$ cat config.mk
export PLATFORM = sky130hd
export DESIGN_NAME = calc_sequencer
export DESIGN_NICKNAME = d
export VERILOG_FILES = /design/src/rtl/calc_pkg.sv /design/src/rtl/calc_alu.sv /design/src/rtl/calc_sequencer.sv
export SDC_FILE = /design/constraint.sdc
export NUM_CORES = 1
export LEC_CHECK = 0
export CORE_ASPECT_RATIO = 1.4
export CORE_MARGIN = 3
export CORE_UTILIZATION = 58
export CTS_BUF_LIST = sky130_fd_sc_hd__clkbuf_4
export DETAILED_ROUTE_END_ITERATION = 10
export PLACE_DENSITY = 0.83
export SKIP_LAST_GASP = 1
export SYNTH_ARGS = -nofsm -noshare
export SYNTH_HDL_FRONTEND = slang
export SYNTH_SLANG_ARGS = --single-unit
$ cat constraint.sdc
create_clock -name clock -period 5.15 [get_ports clock]
set_clock_uncertainty 0.2 [all_clocks]
set_input_delay 1.03 -clock clock [delete_from_list [all_inputs] [get_ports clock]]
set_output_delay 1.03 -clock clock [all_outputs]
set_load 0.02 [all_outputs]
$ cat src/rtl/calc_pkg.sv
// Shared types and constants for the add/subtract calculator.
// States, key codes and the default datapath width.
package calc_pkg;

  localparam int CALC_W = 8;

  localparam logic [3:0] K_ADD = 4'hA;
  localparam logic [3:0] K_SUB = 4'hB;
  localparam logic [3:0] K_CLR = 4'hC;
  localparam logic [3:0] K_EQ  = 4'hE;

  typedef enum logic [1:0] {
    S_A    = 2'd0,
    S_B    = 2'd1,
    S_DONE = 2'd2,
    S_ERR  = 2'd3
  } state_e;

  function automatic logic is_digit(
    input logic [3:0] code
  );
    return code <= 4'd9;
  endfunction

endpackage

$ cat src/rtl/calc_alu.sv
// Combinational W-bit signed add/subtract.
// Overflow comes from the two top bits of the sign-extended sum.
module calc_alu #(
  parameter int W = 8
) (
  input  logic [W-1:0] a,
  input  logic [W-1:0] b,
  input  logic         sub,
  output logic [W-1:0] sum,
  output logic         ovf
);

  logic [W:0] a_ext;
  logic [W:0] b_ext;
  logic [W:0] raw;

  // Sign-extend one bit so the true result always fits.
  always_comb begin
    a_ext = {a[W-1], a};
    b_ext = {b[W-1], b};
    raw   = sub ? (a_ext - b_ext) : (a_ext + b_ext);
    sum   = raw[W-1:0];
    ovf   = raw[W] ^ raw[W-1];
  end

endmodule

$ cat src/rtl/calc_sequencer.sv
// Operand/operator sequencer for the calculator.
// Latches A, op and B from keypad strobes and holds the result.
module calc_sequencer
  import calc_pkg::*;
#(
  parameter int         W       = CALC_W,
  parameter logic [3:0] KEY_ADD = K_ADD,
  parameter logic [3:0] KEY_SUB = K_SUB,
  parameter logic [3:0] KEY_CLR = K_CLR,
  parameter logic [3:0] KEY_EQ  = K_EQ
) (
  input  logic         clock,
  input  logic         reset,
  input  logic [W-1:0] sol,
  input  logic         trig,
  input  logic [3:0]   value,
  input  logic         valid,
  output logic [W-1:0] result,
  output logic         op_sub,
  output logic         ovf,
  output logic         err,
  output logic         done,
  output logic [1:0]   state
);

  state_e       state_q, state_d;
  logic [W-1:0] a_q, a_d;
  logic [W-1:0] b_q, b_d;
  logic [W-1:0] res_q, res_d;
  logic         op_q, op_d;
  logic         ovf_q, ovf_d;
  logic         err_q, err_d;
  logic         done_q, done_d;

  logic         k_clr;
  logic         k_op;
  logic         k_eq;
  logic         k_dig;
  logic         k_is_sub;

  logic [W-1:0] alu_a;
  logic [W-1:0] alu_b;
  logic [W-1:0] alu_sum;
  logic         alu_ovf;

  // Qualify key classes with the strobe; D and F fall through.
  always_comb begin
    k_clr    = trig && (value == KEY_CLR);
    k_eq     = trig && (value == KEY_EQ);
    k_is_sub = (value == KEY_SUB);
    k_op     = trig && ((value == KEY_ADD) || k_is_sub);
    k_dig    = trig && is_digit(value);
  end

  // Repeat-equals reuses the held result and stored B.
  always_comb begin
    alu_a = (state_q == S_DONE) ? res_q : a_q;
    alu_b = (state_q == S_DONE) ? b_q : sol;
  end

  calc_alu #(
    .W(W)
  ) u_alu (
    .a  (alu_a),
    .b  (alu_b),
    .sub(op_q),
    .sum(alu_sum),
    .ovf(alu_ovf)
  );

  // Next-state and next-register decode per key class.
  always_comb begin
    state_d = state_q;
    a_d     = a_q;
    b_d     = b_q;
    res_d   = res_q;
    op_d    = op_q;
    ovf_d   = ovf_q;
    err_d   = err_q;
    done_d  = 1'b0;
    unique case (1'b1)
      k_clr: begin
        state_d = S_A;
        a_d     = '0;
        b_d     = '0;
        res_d   = '0;
        op_d    = 1'b0;
        ovf_d   = 1'b0;
        err_d   = 1'b0;
      end
      k_op: begin
        unique case (state_q)
          S_A: begin
            if (valid) begin
              state_d = S_ERR;
              err_d   = 1'b1;
            end else begin
              a_d     = sol;
              res_d   = sol;
              op_d    = k_is_sub;
              state_d = S_B;
            end
          end
          S_B: op_d = k_is_sub;
          S_DONE: begin
            if (ovf_q) begin
              state_d = S_ERR;
              err_d   = 1'b1;
            end else begin
              a_d     = res_q;
              op_d    = k_is_sub;
              state_d = S_B;
            end
          end
          default: ;
        endcase
      end
      k_eq: begin
        unique case (state_q)
          S_B: begin
            if (valid) begin
              state_d = S_ERR;
              err_d   = 1'b1;
            end else begin
              b_d     = sol;
              res_d   = alu_sum;
              ovf_d   = alu_ovf;
              done_d  = 1'b1;
              state_d = S_DONE;
            end
          end
          S_DONE: begin
            a_d = res_q;
            if (ovf_q) begin
              state_d = S_ERR;
              err_d   = 1'b1;
            end else begin
              res_d  = alu_sum;
              ovf_d  = alu_ovf;
              done_d = 1'b1;
            end
          end
          default: ;
        endcase
      end
      k_dig: begin
        if (state_q == S_DONE) state_d = S_A;
      end
      default: ;
    endcase
  end

  // State and datapath registers, async active-low clear.
  always_ff @(posedge clock or negedge reset) begin
    if (!reset) begin
      state_q <= S_A;
      a_q     <= '0;
      b_q     <= '0;
      res_q   <= '0;
      op_q    <= 1'b0;
      ovf_q   <= 1'b0;
      err_q   <= 1'b0;
      done_q  <= 1'b0;
    end else begin
      state_q <= state_d;
      a_q     <= a_d;
      b_q     <= b_d;
      res_q   <= res_d;
      op_q    <= op_d;
      ovf_q   <= ovf_d;
      err_q   <= err_d;
      done_q  <= done_d;
    end
  end

  assign result = res_q;
  assign op_sub = op_q;
  assign ovf    = ovf_q;
  assign err    = err_q;
  assign done   = done_q;
  assign state  = state_q;

endmodule

### Word-level counts from Yosys, hierarchy flattened

Cells that the tools add are included.
Widths: inputs -> output; s select.

* input port bits: 16
* word-level logic and storage cells: 87
* bits in registers: 30

* bitwise gates (word level): 1
* magnitude comparators: 1
* muxes and demuxes: 39
* $add $sub $neg: 2
* equality and inequality tests: 19
* reduce and logical (&&, ||, !) cells: 17

Operators by type and width (count)
* $mux 8: 8
* $pmux 8 s2: 3
* $pmux 8 s3: 2
* $eq 4x4->1 const B: 4
* $ne 3x3->1 const B: 5
* $pmux 1 s2: 6
* $mux 1: 10
* $add 8x8->9: 1
* $mux 9: 1
* $reduce_and 3->1: 3
* $sub 8x8->9: 1
* $mux 2: 4
* $pmux 2 s2: 2
* $pmux 2 s4: 1
* $reduce_and 4->1: 2
* $ne 2x1->1 const B: 3
* $ne 3x1->1 const B: 2
* $pmux 1 s3: 2
* $reduce_and 6->1: 1
* $reduce_and 5->1: 1
* $le 4x4->1 const B: 1
* $logic_and 1x1->1: 4
* $ne 2x2->1 const B: 2
* $ne 4x1->1 const B: 1
* 8 further kinds: 9

### Depth between registers and ports, before layout

Gate-level depths: netlist of run 1.

* depth in word-level cells: 8
* depth in mapped cells: 19
* gate-level depth less buffers: 16

### By module

From an unflattened synthesis of run 1, not the netlist that was laid out.

* cells, all modules: 225
* area total of the unflattened synthesis: 2347.3 um2

Modules (own cells, without submodules)
* calc_sequencer: instances 1, cells an instance 157, sequential area each 750.7 um2, area each 1848.0 um2
* calc_alu: instances 1, cells an instance 68, sequential area each 0.0 um2, area each 499.2 um2

### Worst setup path after synthesis of run 1

OpenSTA, ideal clock, no wires.

* path type: register to register
* start point: reg state_q[0] (netlist: state[0])
* end point: reg ovf_q (netlist: ovf)
* library setup time: 0.104 ns
* path slack: 1.085 ns
* stages on the path, launching flop included: 17
* period minus slack after synthesis: 4.065 ns
* arrival time: 3.761 ns
* data required time: 4.846 ns
* path through: dfrtp_1 -> inv_1 -> ha_1 -> buf_2 -> buf_4 -> buf_2 -> buf_2 -> a21oi_1 -> ha_1 -> o21ai_0 -> ha_1 -> nor2b_1 -> o2111ai_1 -> a211o_1 -> o2111a_1 -> xnor3_1 -> o41ai_2

* cells in the longest elaborated chain, start to end: 8
* elaborated cells on any way between the ends: 15

Ends and longest elaborated chain
* from (decl): line calc_sequencer.sv:26 `state_e state_q, state_d;`
* from (signal assigned): line calc_sequencer.sv:165 `state_q <= state_d;`
* $eq 2x2->1: line calc_sequencer.sv:57, calc_sequencer.sv:58, calc_sequencer.sv:119
* $mux 8, on equally long branches
* $add 8x8->9 or $sub 8x8->9 (tied branches): line calc_alu.sv:21 `raw = sub ? (a_ext - b_ext) : (a_ext + b_ext);`
* $mux 9: line calc_alu.sv:21
* $xor 1x1->1: line calc_alu.sv:23 `ovf = raw[W] ^ raw[W-1];`
* $mux 1, on equally long branches: line calc_sequencer.sv:134, calc_sequencer.sv:121
* $pmux 1 s2: line calc_sequencer.sv:119 `unique case (state_q)`
* $pmux 1 s2: line calc_sequencer.sv:81 `unique case (1'b1)`
* to (signal assigned): line calc_sequencer.sv:170 `ovf_q <= ovf_d;`
* to (decl): line calc_sequencer.sv:31 `logic ovf_q, ovf_d;`

Several ways; a longest one is shown, not always the timed one. The select of a mux whose other input is x is not followed.
A chain may end at the register's enable or synchronous reset.

### Worst setup path after layout of run 1

* start point: in sol[1]
* end point: reg ovf_q (netlist: ovf)

* cells in the longest elaborated chain, start to end: 7
* elaborated cells on any way between the ends: 9

Ends and longest elaborated chain
* from (decl): line calc_sequencer.sv:14 `input logic [W-1:0] sol,`
* $mux 8 *: line calc_sequencer.sv:58 `alu_b = (state_q == S_DONE) ? b_q : sol;`
* $add 8x8->9 or $sub 8x8->9 (tied branches): line calc_alu.sv:21
* $mux 9 *: line calc_alu.sv:21
* $xor 1x1->1 *: line calc_alu.sv:23
* $mux 1, on equally long branches: line calc_sequencer.sv:134, calc_sequencer.sv:121
* $pmux 1 s2 *: line calc_sequencer.sv:119
* $pmux 1 s2 *: line calc_sequencer.sv:81

Every way passes the cells marked *; elsewhere a longest branch is shown, timed or not. The select of a mux whose other input is x is not followed.

==> run metrics, run 1 <==
clk buf depth=2; gr usage total=25.4%; worst-path maximum fanout=4; TritonRoute pass-1 iters=6; area growth from synthesis to final layout=15.8%; WP data required=5.19 ns; status=completed; critical path, cell by cell=clkdlybuf4s50_1 -> nor2b_1 -> a21oi_1 -> ha_1 -> o21ai_0 -> ha_1 -> nor2b_1 -> o2111ai_1 -> a211o_1 -> o2111a_1 -> xnor3_1 -> o41ai_2; FF+latch count, synth=30; die area=4830 um2; CP Capture Type=register; I/O Pins=30; Cells after DPL=336; synthesized net count=301; CP top delay family=compound AO/OA/AOI/OAI gates; Worst Max-Slew Pin Slew=0.712 ns; Die X=59.6 um; Multi-input gate area=1450 um2; Power Density=284 nW/um2; EDFF count, synth=0; Synth top area share=32.2%; unrepaired setup endpoints after global routing=false; first-pass GRT wire length=9250 um; antenna violations before repair=0; non-filler cells, final=344; total length of routed wires=5540 um; drt drc=0; antenna-violating nets left=0; Vias=2148; hold buffers post-CTS=0; CTS tree=yes; die height=81.1 um; Crit-path slowest cell=clkdlybuf4s50_1; FILL cells=324; Netlist Area Pre-Place=2330 um2; CP bufs+invs=1; Post-CTS Setup Inserts=0; Synth area leaders=dfrtp_1, a21oi_1, ha_1, mux2i_1, o21ai_0; RePlAce Congestion=0.876; CTS Sinks=30; vias in the first global route=2090; Worst VDD drop=234 uV; Fin. Hold Viols=0; total congestion overflow=0; Crit path largest cell delay=0.52 ns; startpoint types=primary input; DRT iter0 DRCs=96; H-tree depth=2; clock power share=18.0%; clock root buffer=clkbuf_4; sequential-to-total area share from yosys stat=32.2%; Period minus WS final=4.10 ns; Pleak=1.21 nW; TNS Setup=0 ns; Core Region=3770 um2; Avg Inst Size Synth=8.58 um2; crit share post-route=79.6%; Synth Flop Type=dfrtp_1; async set or reset register ratio after synthesis=100%; Worst-Skew Late Latency=0.33 ns; Initial Util=61.8%; post_cts resized=0; crit path kind=primary input to register; Final setup viols=0; switching part of the total=37.9%; Yosys cell types=54; pin count of the biggest net entering global routing=34; Synth warnings=0; nets=330; Int Pwr=0.477 mW; Hold Crit Class=register to register; Routed WL per cell=16.1 um; Sequential Power Share=36.7%; R2R Setup Slk=1.27 ns; MaxCap Viol Count=0; row cnt=26; Diodes inserted=0; total CTS buffers=5; vias per cell=6.24; Clock transition at path regs=0.09 ns; I/O Buffers=29; highest clock rate=244 MHz; largest area contributor in the netlist=dfrtp_1; Slew HR=52.4%; sw power=0.291 mW; Comb pwr share=45.2%; fraction of layout cells with a size suffix above 1=6.29%; dpl hpwl=4110 um; Slew Viols, Final=0; register area=751 um2; critical path arrival=4.14 ns; Power Total=0.769 mW; cells after synthesis=272
==> stage by stage <==
step	hold slack [ns]	worst slack [ns]	cell area, um2	utilization (%)
floorplan	0.273	1.09	2330	-
global placement	0.283	0.839	2650	70.2
detailed placement	0.290	0.704	2650	70.2
CTS	0.313	1.08	2700	71.6
global route	0.317	0.806	2700	71.6
finish	0.312	1.05	2700	71.6
==> final timing paths <==
kind                                       from               endpoint  depth (start not counted)
setup / recovery                         sol[1]        ovf$_DFFE_PN0P_                         12
hold / removal                  err$_DFFE_PN0P_        err$_DFFE_PN0P_                          1
setup reg to reg           state[0]$_DFFE_PN0P_        ovf$_DFFE_PN0P_                         13
hold reg to reg                 err$_DFFE_PN0P_        err$_DFFE_PN0P_                          1
max in group asynchronous                 reset     a_q[6]$_DFFE_PN0P_                          2
min in group asynchronous                 reset  result[4]$_DFFE_PN0P_                          2
==> per-layer routing <==
metal	routed length [um]	global-route usage, %
met1	2190	28.2
met2	2870	44.7
met3	291	4.77
met4	191	13.3
met5	0	0
==> worst register-to-register path, cell delays in order (launching register included) <==
cell and delay [ns]:
dfrtp_1 0.42, inv_1 0.09, ha_1 0.17, buf_4 0.31, mux2i_1 0.31, ha_1 0.27, o21ai_0 0.33, ha_1 0.30
nor2b_1 0.14, o2111ai_1 0.28, a211o_1 0.18, o2111a_1 0.20, xnor3_1 0.40, o41ai_2 0.19
==> logic make-up (layout without fill, tap and decap cells) <==
logic type | Yosys count | in the layout | share of synthesized area, %
AND/OR/NAND/NOR | 73 | 73 | 15.5
buffers and inverters | 31 | 61 | 5.68
flip-flops | 30 | 30 | 32.2
adder cells (fa/ha/maj) | 13 | 13 | 7.29
AO/OA/AOI/OAI | 97 | 97 | 26.9
multiplexers | 16 | 16 | 7.40
XOR/XNOR | 12 | 12 | 5.09
==> sequential cells by signal (all words and copies together), names as in the netlist <==
register,cells
b_q,8
ovf,1
op_sub,1
a_q,8
done,1
err,1
result,8
state,2
==> area by class of cell <==
type	count	share of cell area [%]
Clock buffer	6	1.67
Timing Repair Buffer	33	11.9
Clock inverter	2	0.324
Inverter	20	2.78
Multi-Input combinational cell	211	53.7
Tap cell	42	1.94
Sequential cell	30	27.8
==> synth_stat cells, types with 2 or more instances <==
master,n
nand3_1,3
a31oi_1,3
and3_1,2
nor4_1,3
mux2i_1,12
a21o_1,3
dfrtp_1,30
nor2_1,23
a21oi_1,32
xor2_1,8
buf_2,4
a22o_1,8
o21ai_0,21
nand2_1,16
xnor2_1,3
mux2_2,2
a221oi_1,4
o22ai_1,2
inv_1,20
o31a_1,2
nor3b_1,4
o21ai_1,5
and2_1,3
ha_1,12
nand2b_1,2
mux2_4,2
nor3_1,3
nor2b_1,10
clkbuf_1,5
==> power by group through the flow <==
stage / clock network, mW / registers [mW] / logic [mW]
final: 0.139 / 0.282 / 0.348
after global routing: 0.153 / 0.286 / 0.385
after CTS: 0.143 / 0.282 / 0.347
after detailed placement: 0 / 0.287 / 0.344
after global placement: 0 / 0.287 / 0.337
after floorplan: 0 / 0.301 / 0.229
==> placed cells by master (no fill, tap or decap), types with 4 or more instances in the layout <==
cell type	count
a21oi_1	32
a221oi_1	4
a22o_1	8
buf_4	4
clkbuf_4	6
clkdlybuf4s50_1	29
dfrtp_1	30
ha_1	12
inv_1	20
mux2i_1	12
nand2_1	16
nor2_1	23
nor2b_1	10
nor3b_1	4
o21ai_0	21
o21ai_1	5
xor2_1	8
No activity file was read; power rests on OpenSTA's default activity.
==> run 2: changes to the inputs <==
--- a/config.mk
+++ b/config.mk
@@ -7,10 +7,10 @@
 export LEC_CHECK = 0
 export CORE_ASPECT_RATIO = 1.4
 export CORE_MARGIN = 3
-export CORE_UTILIZATION = 58
+export CORE_UTILIZATION = 52
 export CTS_BUF_LIST = sky130_fd_sc_hd__clkbuf_4
 export DETAILED_ROUTE_END_ITERATION = 10
-export PLACE_DENSITY = 0.83
+export PLACE_DENSITY = 0.79
 export SKIP_LAST_GASP = 1
 export SYNTH_ARGS = -nofsm -noshare
 export SYNTH_HDL_FRONTEND = slang
==> constraint.sdc (replaced) <==
create_clock -name clock -period 3.7 [get_ports clock]
set_clock_uncertainty 0.2 [all_clocks]
set_input_delay 0.74 -clock clock [delete_from_list [all_inputs] [get_ports clock]]
set_output_delay 0.74 -clock clock [all_outputs]
set_load 0.02 [all_outputs]
==> run metrics, run 2 (synthesis results as in run 1) <==
status=completed; worst-path maximum fanout=3 (-1); hold buffers post-CTS=0 (unchanged); total CTS buffers=5 (unchanged); Worst Max-Slew Pin Slew=0.723 ns (+0.0110 ns); antenna-violating nets left=0 (unchanged); I/O Pins=30 (unchanged); CTS Sinks=30 (unchanged); Routed WL per cell=16.1 um (-0.34%); commonest non-fill, non-tap cells in the layout=a21oi_1, dfrtp_1, clkdlybuf4s50_1; die height=85.3 um (+5.2%); RePlAce Congestion=0.937 (+7.0%); nets=341 (+3.3%); register area=752 um2 (+0.17%); dpl hpwl=4400 um (+7.0%); post_cts resized=0 (unchanged); Initial Util=54.6% (-7.2 points); Die X=62.6 um (+5.0%); FILL cells=376 (+16%); clk buf depth=2 (unchanged); clock root buffer=clkbuf_4; TNS Setup=0 ns (unchanged); DRT iter0 DRCs=159 (+66%); Fin. Hold Viols=0 (unchanged); Power Total=1.10 mW (+43%); most common cell after layout, fill and taps aside=a21oi_1; Clock transition at path regs=0.09 ns (about the same); I/O Buffers=29 (unchanged); die area=5340 um2 (+11%); Core Region=4270 um2 (+13%); Vias=2228 (+3.7%); highest clock rate=289 MHz; crit path kind=primary input to register; CP Capture Type=register; crit share post-route=93.6%; fraction of layout cells with a size suffix above 1=11.8% (+5.5 points); vias per cell=5.97 (-4.3%); Critical R2R Launch=state[0]$_DFFE_PN0P_; total congestion overflow=0 (unchanged); antenna violations before repair=0 (unchanged); WP data required=3.73 ns (-1.46 ns); TritonRoute pass-1 iters=4 (-2); Period minus WS final=3.46 ns; Slew HR=51.6% (-0.74 points); Final Cell Area=2840 um2 (+5.2%); worst setup path start=sol[1]; startpoint types=primary input; drt drc=0 (unchanged); Power Density=388 nW/um2 (+36%); hold_sp=err$_DFFE_PN0P_; Pleak=1.27 nW (+4.7%); MaxCap Viol Count=0 (unchanged); unrepaired setup endpoints after global routing=false; Fin Hold WS=0.302 ns (-0.00969 ns); Worst-Skew Late Latency=0.34 ns (about the same); critical path arrival=3.49 ns (-0.65 ns); Final setup viols=0 (unchanged); Diodes inserted=0 (unchanged); Multi-input gate area=1470 um2 (+1.6%); H-tree depth=2 (unchanged); pin count of the biggest net entering global routing=31 (-8.8%); Slew Viols, Final=0 (unchanged); row cnt=28 (+7.7%); gr usage total=23.4% (-2.0 points); total length of routed wires=5990 um (+8.1%); Hold Crit Class=register to register; Post-CTS Setup Inserts=0 (unchanged); Area after DPL=2780 um2 (+5.1%); vias in the first global route=2197 (+5.1%); CTS tree=yes; first-pass GRT wire length=9870 um (+6.7%); area growth from synthesis to final layout=21.9%; Worst VDD drop=249 uV (+6.3%)
-- run 2: worst max-delay path, cell delays in order --
cell	delay [ns]
clkdlybuf4s50_1	0.42
nor2b_1	0.16
a21oi_2	0.14
ha_2	0.21
o21ai_0	0.11
nor2_1	0.15
nor2_1	0.06
xor2_1	0.18
ha_1	0.34
o21ai_2	0.10
nor3b_1	0.07
a31oi_1	0.14
o2111a_1	0.22
xnor3_1	0.23
o41ai_2	0.20
-- run 2: final cells by class --
| cell class | instances | area share (%) |
|---|---|---|
| clock buffers | 6 | 1.58 |
| clock inverters | 2 | 0.308 |
| inverters | 20 | 2.64 |
| multi-input cells | 211 | 51.8 |
| flip-flops and latches | 30 | 26.4 |
| well taps | 60 | 2.64 |
| repair buffers | 44 | 14.6 |
-- run 2: power by group --
part	leakage (nW)	switching [mW]	internal, mW
registers	0.404	0.0356	0.360
clock network	0.0331	0.118	0.0786
logic	0.829	0.266	0.244
-- run 2: worst paths after layout --
path                       slack (ns)              endpoint  depth (start not counted)
setup / recovery                 0.24       ovf$_DFFE_PN0P_                         15
hold / removal                   0.30       err$_DFFE_PN0P_                          1
setup reg to reg                 0.29       ovf$_DFFE_PN0P_                         14
hold reg to reg                  0.30       err$_DFFE_PN0P_                          1
max in group asynchronous        2.38  state[0]$_DFFE_PN0P_                          2
min in group asynchronous        0.61    b_q[5]$_DFFE_PN0P_                          2
-- run 2: metal layers --
layer  track usage [%]  wire length, um  vias up
li1                  -                -     1069
met1              26.0             2440     1061
met2              41.7             3080       80
met3              4.64              322       18
met4              12.7              148        0
met5                 0                0        -
-- run 2: metrics by stage --
stage | utilization [%] | setup WS [ns] | cells
global route | 66.5 | 0.0461 | 373
finish | 66.5 | 0.236 | 373
floorplan | - | 0.0792 | 272
CTS | 66.4 | 0.187 | 373
global placement | 65.1 | -0.0207 | 365
detailed placement | 65.1 | -0.0796 | 365
